**config.mk**
```make
export PLATFORM = sky130hd
export DESIGN_NAME = dft_stream_framer
export DESIGN_NICKNAME = d
export VERILOG_FILES = /design/src/rtl/dft_stream_framer.sv
export SDC_FILE = /design/constraint.sdc
export NUM_CORES = 1
export LEC_CHECK = 0
export ABC_AREA = 1
export CORE_UTILIZATION = 48
export CTS_CLUSTER_SIZE = 25
export DETAILED_ROUTE_END_ITERATION = 10
export GPL_TIMING_DRIVEN = 0
export HOLD_SLACK_MARGIN = 0.05
export PLACE_DENSITY = 0.86
export SKIP_LAST_GASP = 1
export SYNTH_ARGS = -nofsm -noshare
export SYNTH_HDL_FRONTEND = slang
export SYNTH_SLANG_ARGS = --single-unit
```
**constraint.sdc**
```tcl
create_clock -name clk -period 4.8 [get_ports clk]
set_input_delay 0.96 -clock clk [delete_from_list [all_inputs] [get_ports clk]]
set_output_delay 0.96 -clock clk [all_outputs]
set_load 0.01 [all_outputs]
```
**src/rtl/dft_stream_framer.sv**
```systemverilog
// Frames a raw complex sample stream into sop/eop-delimited Avalon-ST frames for the mixed-radix DFT core.
// Optional frame/error statistics outputs are enabled by defining DFT_FRAMER_STATS_EN.
module dft_stream_framer #(
  parameter int DW    = 18,
  parameter int PTS_W = 12,
  parameter int GAP_W = 16
) (
  input  logic             clk,
  input  logic             rst_n,
  input  logic             cfg_valid,
  output logic             cfg_ready,
  input  logic [PTS_W-1:0] cfg_dftpts,
  input  logic             cfg_inverse,
  input  logic [GAP_W-1:0] cfg_gap,
  output logic             cfg_err,
  input  logic             in_valid,
  output logic             in_ready,
  input  logic [DW-1:0]    in_real,
  input  logic [DW-1:0]    in_imag,
  output logic             sink_valid,
  input  logic             sink_ready,
  output logic             sink_sop,
  output logic             sink_eop,
  output logic [DW-1:0]    sink_real,
  output logic [DW-1:0]    sink_imag,
  output logic [5:0]       size,
  output logic             inverse,
  output logic             busy
`ifdef DFT_FRAMER_STATS_EN
  ,
  output logic [15:0]      stat_frames,
  output logic [7:0]       stat_errs
`endif
);

  typedef enum logic [1:0] {IDLE, STREAM, GAP} state_t;

  state_t           state, next_state;
  logic             armed;
  logic [PTS_W-1:0] pts_q;
  logic [PTS_W-1:0] rem;
  logic [GAP_W-1:0] gap_q;
  logic [GAP_W-1:0] gap_cnt;
  logic [6:0]       size_hit;
  logic             cfg_fire;
  logic             cfg_ok;
  logic             in_fire;
  logic             eop_fire;

  // Bit 6 flags a supported point count, bits 5:0 carry the core's size code.
  function automatic logic [6:0] lookup_size(input logic [PTS_W-1:0] pts);
    case (pts)
      PTS_W'(12):   return {1'b1, 6'd0};
      PTS_W'(24):   return {1'b1, 6'd1};
      PTS_W'(36):   return {1'b1, 6'd2};
      PTS_W'(48):   return {1'b1, 6'd3};
      PTS_W'(60):   return {1'b1, 6'd4};
      PTS_W'(72):   return {1'b1, 6'd5};
      PTS_W'(96):   return {1'b1, 6'd6};
      PTS_W'(108):  return {1'b1, 6'd7};
      PTS_W'(120):  return {1'b1, 6'd8};
      PTS_W'(144):  return {1'b1, 6'd9};
      PTS_W'(180):  return {1'b1, 6'd10};
      PTS_W'(192):  return {1'b1, 6'd11};
      PTS_W'(216):  return {1'b1, 6'd12};
      PTS_W'(240):  return {1'b1, 6'd13};
      PTS_W'(288):  return {1'b1, 6'd14};
      PTS_W'(300):  return {1'b1, 6'd15};
      PTS_W'(324):  return {1'b1, 6'd16};
      PTS_W'(360):  return {1'b1, 6'd17};
      PTS_W'(384):  return {1'b1, 6'd18};
      PTS_W'(432):  return {1'b1, 6'd19};
      PTS_W'(480):  return {1'b1, 6'd20};
      PTS_W'(540):  return {1'b1, 6'd21};
      PTS_W'(576):  return {1'b1, 6'd22};
      PTS_W'(600):  return {1'b1, 6'd23};
      PTS_W'(648):  return {1'b1, 6'd24};
      PTS_W'(720):  return {1'b1, 6'd25};
      PTS_W'(768):  return {1'b1, 6'd26};
      PTS_W'(864):  return {1'b1, 6'd27};
      PTS_W'(900):  return {1'b1, 6'd28};
      PTS_W'(960):  return {1'b1, 6'd29};
      PTS_W'(972):  return {1'b1, 6'd30};
      PTS_W'(1080): return {1'b1, 6'd31};
      PTS_W'(1152): return {1'b1, 6'd32};
      PTS_W'(1200): return {1'b1, 6'd33};
      default:      return 7'd0;
    endcase
  endfunction

  assign size_hit = lookup_size(cfg_dftpts);
  assign cfg_ok   = size_hit[6];
  assign cfg_fire = cfg_valid && cfg_ready;
  assign in_fire  = in_valid && in_ready;
  assign eop_fire = sink_valid && sink_ready && sink_eop;

  always_ff @(posedge clk or negedge rst_n) begin
    if (!rst_n) state <= IDLE;
    else        state <= next_state;
  end

  always_comb begin
    next_state = state;
    case (state)
      IDLE:    if (cfg_fire && cfg_ok) next_state = STREAM;
      STREAM:  if (eop_fire) next_state = (gap_q == '0) ? IDLE : GAP;
      GAP:     if (gap_cnt <= GAP_W'(1)) next_state = IDLE;
      default: next_state = IDLE;
    endcase
  end

  // cfg_ready is held low until the first clock after reset release so every output reads 0 in reset.
  always_comb begin
    cfg_ready = (state == IDLE) && armed;
    in_ready  = (state == STREAM) && (!sink_valid || sink_ready) && (rem != '0);
    busy      = (state != IDLE);
  end

  always_ff @(posedge clk or negedge rst_n) begin
    if (!rst_n) begin
      armed   <= 1'b0;
      cfg_err <= 1'b0;
      pts_q   <= '0;
      gap_q   <= '0;
      size    <= '0;
      inverse <= 1'b0;
    end else begin
      armed   <= 1'b1;
      cfg_err <= cfg_fire && !cfg_ok;
      if (cfg_fire && cfg_ok) begin
        pts_q   <= cfg_dftpts;
        gap_q   <= cfg_gap;
        size    <= size_hit[5:0];
        inverse <= cfg_inverse;
      end
    end
  end

  always_ff @(posedge clk or negedge rst_n) begin
    if (!rst_n) begin
      rem     <= '0;
      gap_cnt <= '0;
    end else begin
      if (cfg_fire && cfg_ok) rem <= cfg_dftpts;
      else if (in_fire)       rem <= rem - PTS_W'(1);
      if (state == STREAM && eop_fire) gap_cnt <= gap_q;
      else if (state == GAP)           gap_cnt <= gap_cnt - GAP_W'(1);
    end
  end

  // rem still holds the full point count when the first beat is accepted, and 1 on the last.
  always_ff @(posedge clk or negedge rst_n) begin
    if (!rst_n) begin
      sink_valid <= 1'b0;
      sink_sop   <= 1'b0;
      sink_eop   <= 1'b0;
      sink_real  <= '0;
      sink_imag  <= '0;
    end else if (in_fire) begin
      sink_valid <= 1'b1;
      sink_sop   <= (rem == pts_q);
      sink_eop   <= (rem == PTS_W'(1));
      sink_real  <= in_real;
      sink_imag  <= in_imag;
    end else if (sink_ready) begin
      sink_valid <= 1'b0;
      sink_sop   <= 1'b0;
      sink_eop   <= 1'b0;
    end
  end

`ifdef DFT_FRAMER_STATS_EN
  always_ff @(posedge clk or negedge rst_n) begin
    if (!rst_n) begin
      stat_frames <= '0;
      stat_errs   <= '0;
    end else begin
      if (eop_fire) stat_frames <= stat_frames + 16'd1;
      if (cfg_err && stat_errs != 8'hFF) stat_errs <= stat_errs + 8'd1;
    end
  end
`endif

endmodule

```
# Yosys cells after proc, flatten, opt, wreduce, memory -nomap -nowiden
# Index checks and enable logic that the tools add are counted.
[totals]
wordCells = 93
regBits = 106
[op_classes]
magnitude_cmp = 1
eq_ne = 41
n_reduce_logical = 21
addsub = 2
n_mux = 14
[ops]
columns = ["op", "n"]
rows = [
  ["$pmux W7 S34", 1],
  ["$eq A12 B10 Y1 const B", 10],
  ["$eq A12 B9 Y1 const B", 7],
  ["$eq A12 B8 Y1 const B", 5],
  ["$eq A12 B7 Y1 const B", 4],
  ["$eq A12 B11 Y1 const B", 3],
  ["$eq A12 B6 Y1 const B", 3],
  ["$mux W16", 2],
  ["$mux W12", 2],
  ["$le A16 B1 Y1 const B", 1],
  ["$logic_not A16 Y1", 1],
  ["$sub A16 B1 Y16 const B", 1],
  ["$eq A12 B1 Y1 const B", 1],
  ["$eq A12 B12 Y1", 1],
  ["$eq A12 B4 Y1 const B", 1],
  ["$eq A12 B5 Y1 const B", 1],
  ["$reduce_bool A12 Y1", 1],
  ["$sub A12 B1 Y12 const B", 1],
  ["$logic_and A1 B1 Y1", 10],
  ["$mux W2", 4],
  ["$reduce_bool A2 Y1", 4],
  ["$ne A2 B2 Y1 const B", 3],
  ["$pmux W2 S3", 1],
  ["$mux W1", 4],
  ["other kinds (6)", 7],
]

# Depth between registers and ports, before layout
# Gate-level depths: netlist of run 1.
[depth]
depth_word = 7
ltp_mapped = 17

# Worst setup path before layout of run 1
# OpenSTA, ideal clock, no wires.
[synth_path]
path_type = "in2reg"
start = "input port cfg_dftpts[1]"
end = "register gap_q[0]"
t_required_ns = 4.735
arrival_ns = 2.224
setup_time_ns = 0.065
cell_stages = 15
path_buffers = 2
path_slack_ns = 2.511
cell_sequence = "nor2_1 > nand2_1 > nor2_1 > nand2_1 > nand2_1 > inv_1 > nand2_1 > nor2_1 > nand3_2 > nand2_2 > inv_2 > buf_6 > buf_6 > nand2_1 > nand2_1"
[synth_via]
elab_chain_cells = 3
elab_cells_between_ends = 36
[synth_rtl]
columns = ["element", "line_no", "source"]
rows = [
  ["from (decl)", "12", "input logic [PTS_W-1:0] cfg_dftpts,"],
  ["$eq A12 B11 Y1, or another cell as far along", "52", "case (pts)"],
  ["$pmux W7 S34 (*)", "52", ""],
  ["$logic_and A1 B1 Y1 (*)", "130", "if (cfg_fire && cfg_ok) begin"],
  ["to (signal assigned)", "132", "gap_q <= cfg_gap;"],
  ["to (decl)", "42", "logic [GAP_W-1:0] gap_q;"],
]
# Mark *: on every way between the ends. The rest lies on a longest branch, timed or not.
# A chain may end at the register's enable or synchronous reset.

# Worst setup path in the final report of run 1
[layout_path]
start = "input port sink_ready"
end = "output port in_ready"
[layout_via]
elab_chain_cells = 3
[layout_rtl]
columns = ["element", "line_no", "source"]
rows = [
  ["from (decl)", "21", "input logic sink_ready,"],
  ["$logic_or A1 B1 Y1", "115", "in_ready = (state == STREAM) && (!sink_valid || sink_ready) && (rem != '0);"],
  ["$logic_and A1 B1 Y1 (2 in a row)", "115", ""],
  ["to (decl)", "17", "output logic in_ready,"],
]
# Every way passes these cells.

==> metrics.md, run 1 <==
| Metric | Value |
|---|---|
| Post-synthesis sequential area ratio | 48.3% |
| Leak | 3.69 nW |
| 1st-iter DRT viols | 339 |
| YS warnings | 0 |
| Nets | 931 |
| Routed Antenna Nets | 0 |
| Clock Power Share | 42.7% |
| # port buffers | 119 |
| Number of synthesized flops with an enable pin | 0 |
| Int Power | 1.36 mW |
| Total power | 1.74 mW |
| CTS Hold Bufs | 0 |
| Mapped Avg Cell Area | 7.57 sq um |
| CTS tree | done |
| Synth unique cells | 38 |
| Mux cell area share after synthesis | 0% |
| # clock sinks | 106 |
| Syn-to-layout area delta | 30.7% |
| Worst Hold Class | flip-flop to flip-flop |
| Ranking of synthesized cells by area | dfrtp_1, nand2_1, inv_1 |
| Slew Viols, Final | 0 |
| Initial antenna violation count | 0 |
| Fin. Hold Viols | 0 |
| Setup crit end kind | output pin |
| RSZ-0062 raised after global routing | false |
| Crit Path Max Fanout | 4 |
| Yosys top cell area share | 48.3% |
| Outcome | completed |
| Grt ovf | 0 |
| Mapped Area | 5490 sq um |
| Post-CTS Resized | 0 |
| First-pass GRT wire length | 24.6 mm |
| Post-synthesis adder-cell area fraction | 0.911% |
| Pwr/cell area | 242 nW/um^2 |
| Vias per cell | 5.17 |
| Die ar. | 11900 sq um |
| Crit path arrival time | 2.40 ns |
| Clk_skew | 0.0106 ns |
| Setup Viol. Count Final | 0 |
| Synth Area in XOR/XNOR | 3.99% |
| Startpoint type of the worst setup path | input port |
| Fmax | 0.298 GHz |
| Final GP Congestion | 0.903 |
| Top FF cell, synth | dfrtp_1 |
| TritonCTS buffer count | 9 |
| Max IR drop VDD | 0.000291 V |
| Filler cells | 926 |
| Skew-Pair Late Insertion Delay | 0.35 ns |
| Pre-Repair DR Iteration Count | 5 |
| Vias in the first global route | 5076 |
| Hpwl dp | 11.2 mm |
| Worst-path clk slew | 0.07 ns |
| Final WL | 14.9 mm |
| Post-synth top cells | nand2_1, dfrtp_1, inv_1 |
| Total GRT Usage | 27.0% |
| Ant. Diodes | 0 |
| Setup Crit Path Kind | input port to output pin |
| Most frequent cell after synthesis | nand2_1 |
| Die Y | 109 um |
| Yosys reg bits | 106 |
| Largest family of logic cells by synthesized area | simple AND/OR/NAND/NOR gates |
| Synth Instances | 726 |
| Slew @ Worst Pin | 0.587 ns |
| Simple-gate portion of the synthesized area | 32.6% |
| Postcts setup bufs | 0 |
| Gate power share | 6.0% |
| Fraction of layout cells with a size suffix above 1 | 6.73% |
| Synth Area in Compound Gates | 6.70% |
| Area of the multi-input gates | 2430 sq um |
| Switching power | 0.382 mW |
| # DRC | 0 |
| Die Wd | 109 um |
| Row cnt | 38 |
| Drt wl/cell | 14.8 um |
| Data required, critical path | 3.84 ns |
| Root Buffer | clkbuf_16 |
| Sw frac | 22.0% |
| Via count | 5183 |
| Max Cap Violations | 0 |
| Post-Syn Nets | 800 |
| Core Box Area | 11000 sq um |
| Fin util | 65.4% |
| Io pins | 120 |
| Sequential Power Share | 51.3% |
| Initial core utilization | 50.0% |
| Yosys top cell by area | dfrtp_1 |
| Post-layout min period | 3.36 ns |
| Reg area | 2650 sq um |
| Relative slew slack | 60.7% |
| Tcrit/Tclk final | 70.0% |
| Largest net degree at the start of global routing | 71 |
| Clock tree buffer depth | 2 |
| CTS H-tree depth | 3 |
| Asr flop ratio synth | 100% |
-- state kept, by name, indices dropped and copies added, names as in the netlist --
name        count
inverse         1
gap_q          16
cfg_err         1
size            6
sink_imag      18
sink_real      18
rem            12
sink_valid      1
sink_eop        1
state           2
pts_q          12
armed           1
gap_cnt        16
sink_sop        1
-- worst max-delay path, stage by stage --
cell and delay (ns):
clkdlybuf4s50_1 0.47, inv_1 0.08, a21oi_1 0.14, nand2_1 0.12, inv_1 0.09, clkdlybuf4s50_1 0.53
-- cells by family (layout without fill, tap and decap cells) --
kind of cell / after synthesis / after routing
AOI/OAI and AO/OA: 59 / 59
xor gates and xnor gates: 25 / 25
adders and majority gates: 4 / 4
buffers and inverters: 101 / 237
DFF: 106 / 106
other: 1 / 1
and+or+nand+nor: 430 / 430
-- metal layers --
layer	part of all wire [%]	vias up	wire (um)	global-route usage, %
met5	0	-	0	0
li1	-	2549	-	-
met4	2.1	0	310	8.40
met1	44	2467	6570	34.7
met3	4.4	27	649	5.92
met2	49	140	7330	45.3
-- cell usage in the layout (no fill, tap or decap), drive strengths merged, types with 4 or more instances in the layout --
cell           Yosys  layout
nor2              73      73
o221ai            10      10
nand3             44      44
nand2            285     285
o21ai             33      33
clkbuf             5      16
nor3               7       7
dfrtp            106     106
nor4               9       9
o211ai             6       6
xor2              20      20
inv               81      82
ha                 4       4
nand4              7       7
xnor2              5       5
buf               14      16
clkdlybuf4s50      0     118
-- worst paths after layout --
| kind | startpoint | to | slack (ns) | cells after the start |
|---|---|---|---|---|
| setup reg to reg | rem[0] | sink_sop | 2.55 | 11 |
| setup / recovery | sink_ready | in_ready | 1.44 | 6 |
| hold reg to reg | sink_real[4] | sink_real[4] | 0.47 | 2 |
| max in group asynchronous | rst_n | sink_real[2] | 3.55 | 2 |
| hold / removal | sink_real[4] | sink_real[4] | 0.47 | 2 |
| min in group asynchronous | rst_n | gap_cnt[3] | 0.58 | 1 |
-- metrics by stage --
| stage | cell area [sq um] | setup WS, ns | std cells | TNS (ns) | hold WS [ns] |
|---|---|---|---|---|---|
| after global placement | 6860 | -1.15 | 985 | -120.77 | 0.454 |
| final | 7180 | 1.44 | 1002 | 0 | 0.472 |
| after detailed placement | 6890 | 1.48 | 986 | 0 | 0.458 |
| after floorplan | 5490 | 2.51 | 726 | 0 | 0.468 |
| after global routing | 7180 | 1.35 | 1002 | 0 | 0.501 |
| after CTS | 7180 | 1.46 | 1002 | 0 | 0.476 |
-- area by class of cell --
type | count | share of cell area, %
plain buffers | 19 | 1.39
inverters | 82 | 4.29
clock buffers | 11 | 3.24
multi-input cells | 519 | 33.9
flip-flops and latches | 106 | 36.9
repair buffers | 120 | 16.9
well taps | 140 | 2.44
clock inverters | 5 | 0.871
-- power groups by stage --
stage	logic (mW)	clock network [mW]	registers, mW
after floorplan	0.0194	0	0.911
after global placement	0.102	0	0.911
after detailed placement	0.105	0	0.910
after CTS	0.106	0.751	0.893
after global routing	0.116	0.795	0.893
final	0.105	0.742	0.893
(Power assumes the default switching activity.)
==> run 2: changes to the inputs <==
==> constraint.sdc (replaced) <==
create_clock -name clk -period 3.2 [get_ports clk]
set_input_delay 0.64 -clock clk [delete_from_list [all_inputs] [get_ports clk]]
set_output_delay 0.64 -clock clk [all_outputs]
set_load 0.01 [all_outputs]
==> results of run 2 <==
Same layout as run 1 (identical final DEF). Status: completed.
Among the figures that moved: setup slack after placement 1.48 ns -> 0.299 ns; setup slack after layout 1.44 ns -> 0.411 ns; hold slack 0.472 ns -> 0.256 ns; start point of the critical path sink_ready -> rem[0]; register-to-register setup slack 2.55 ns -> 0.95 ns; total power 1.74 mW -> 2.61 mW; worst IR drop on VDD 0.000291 V -> 0.000437 V
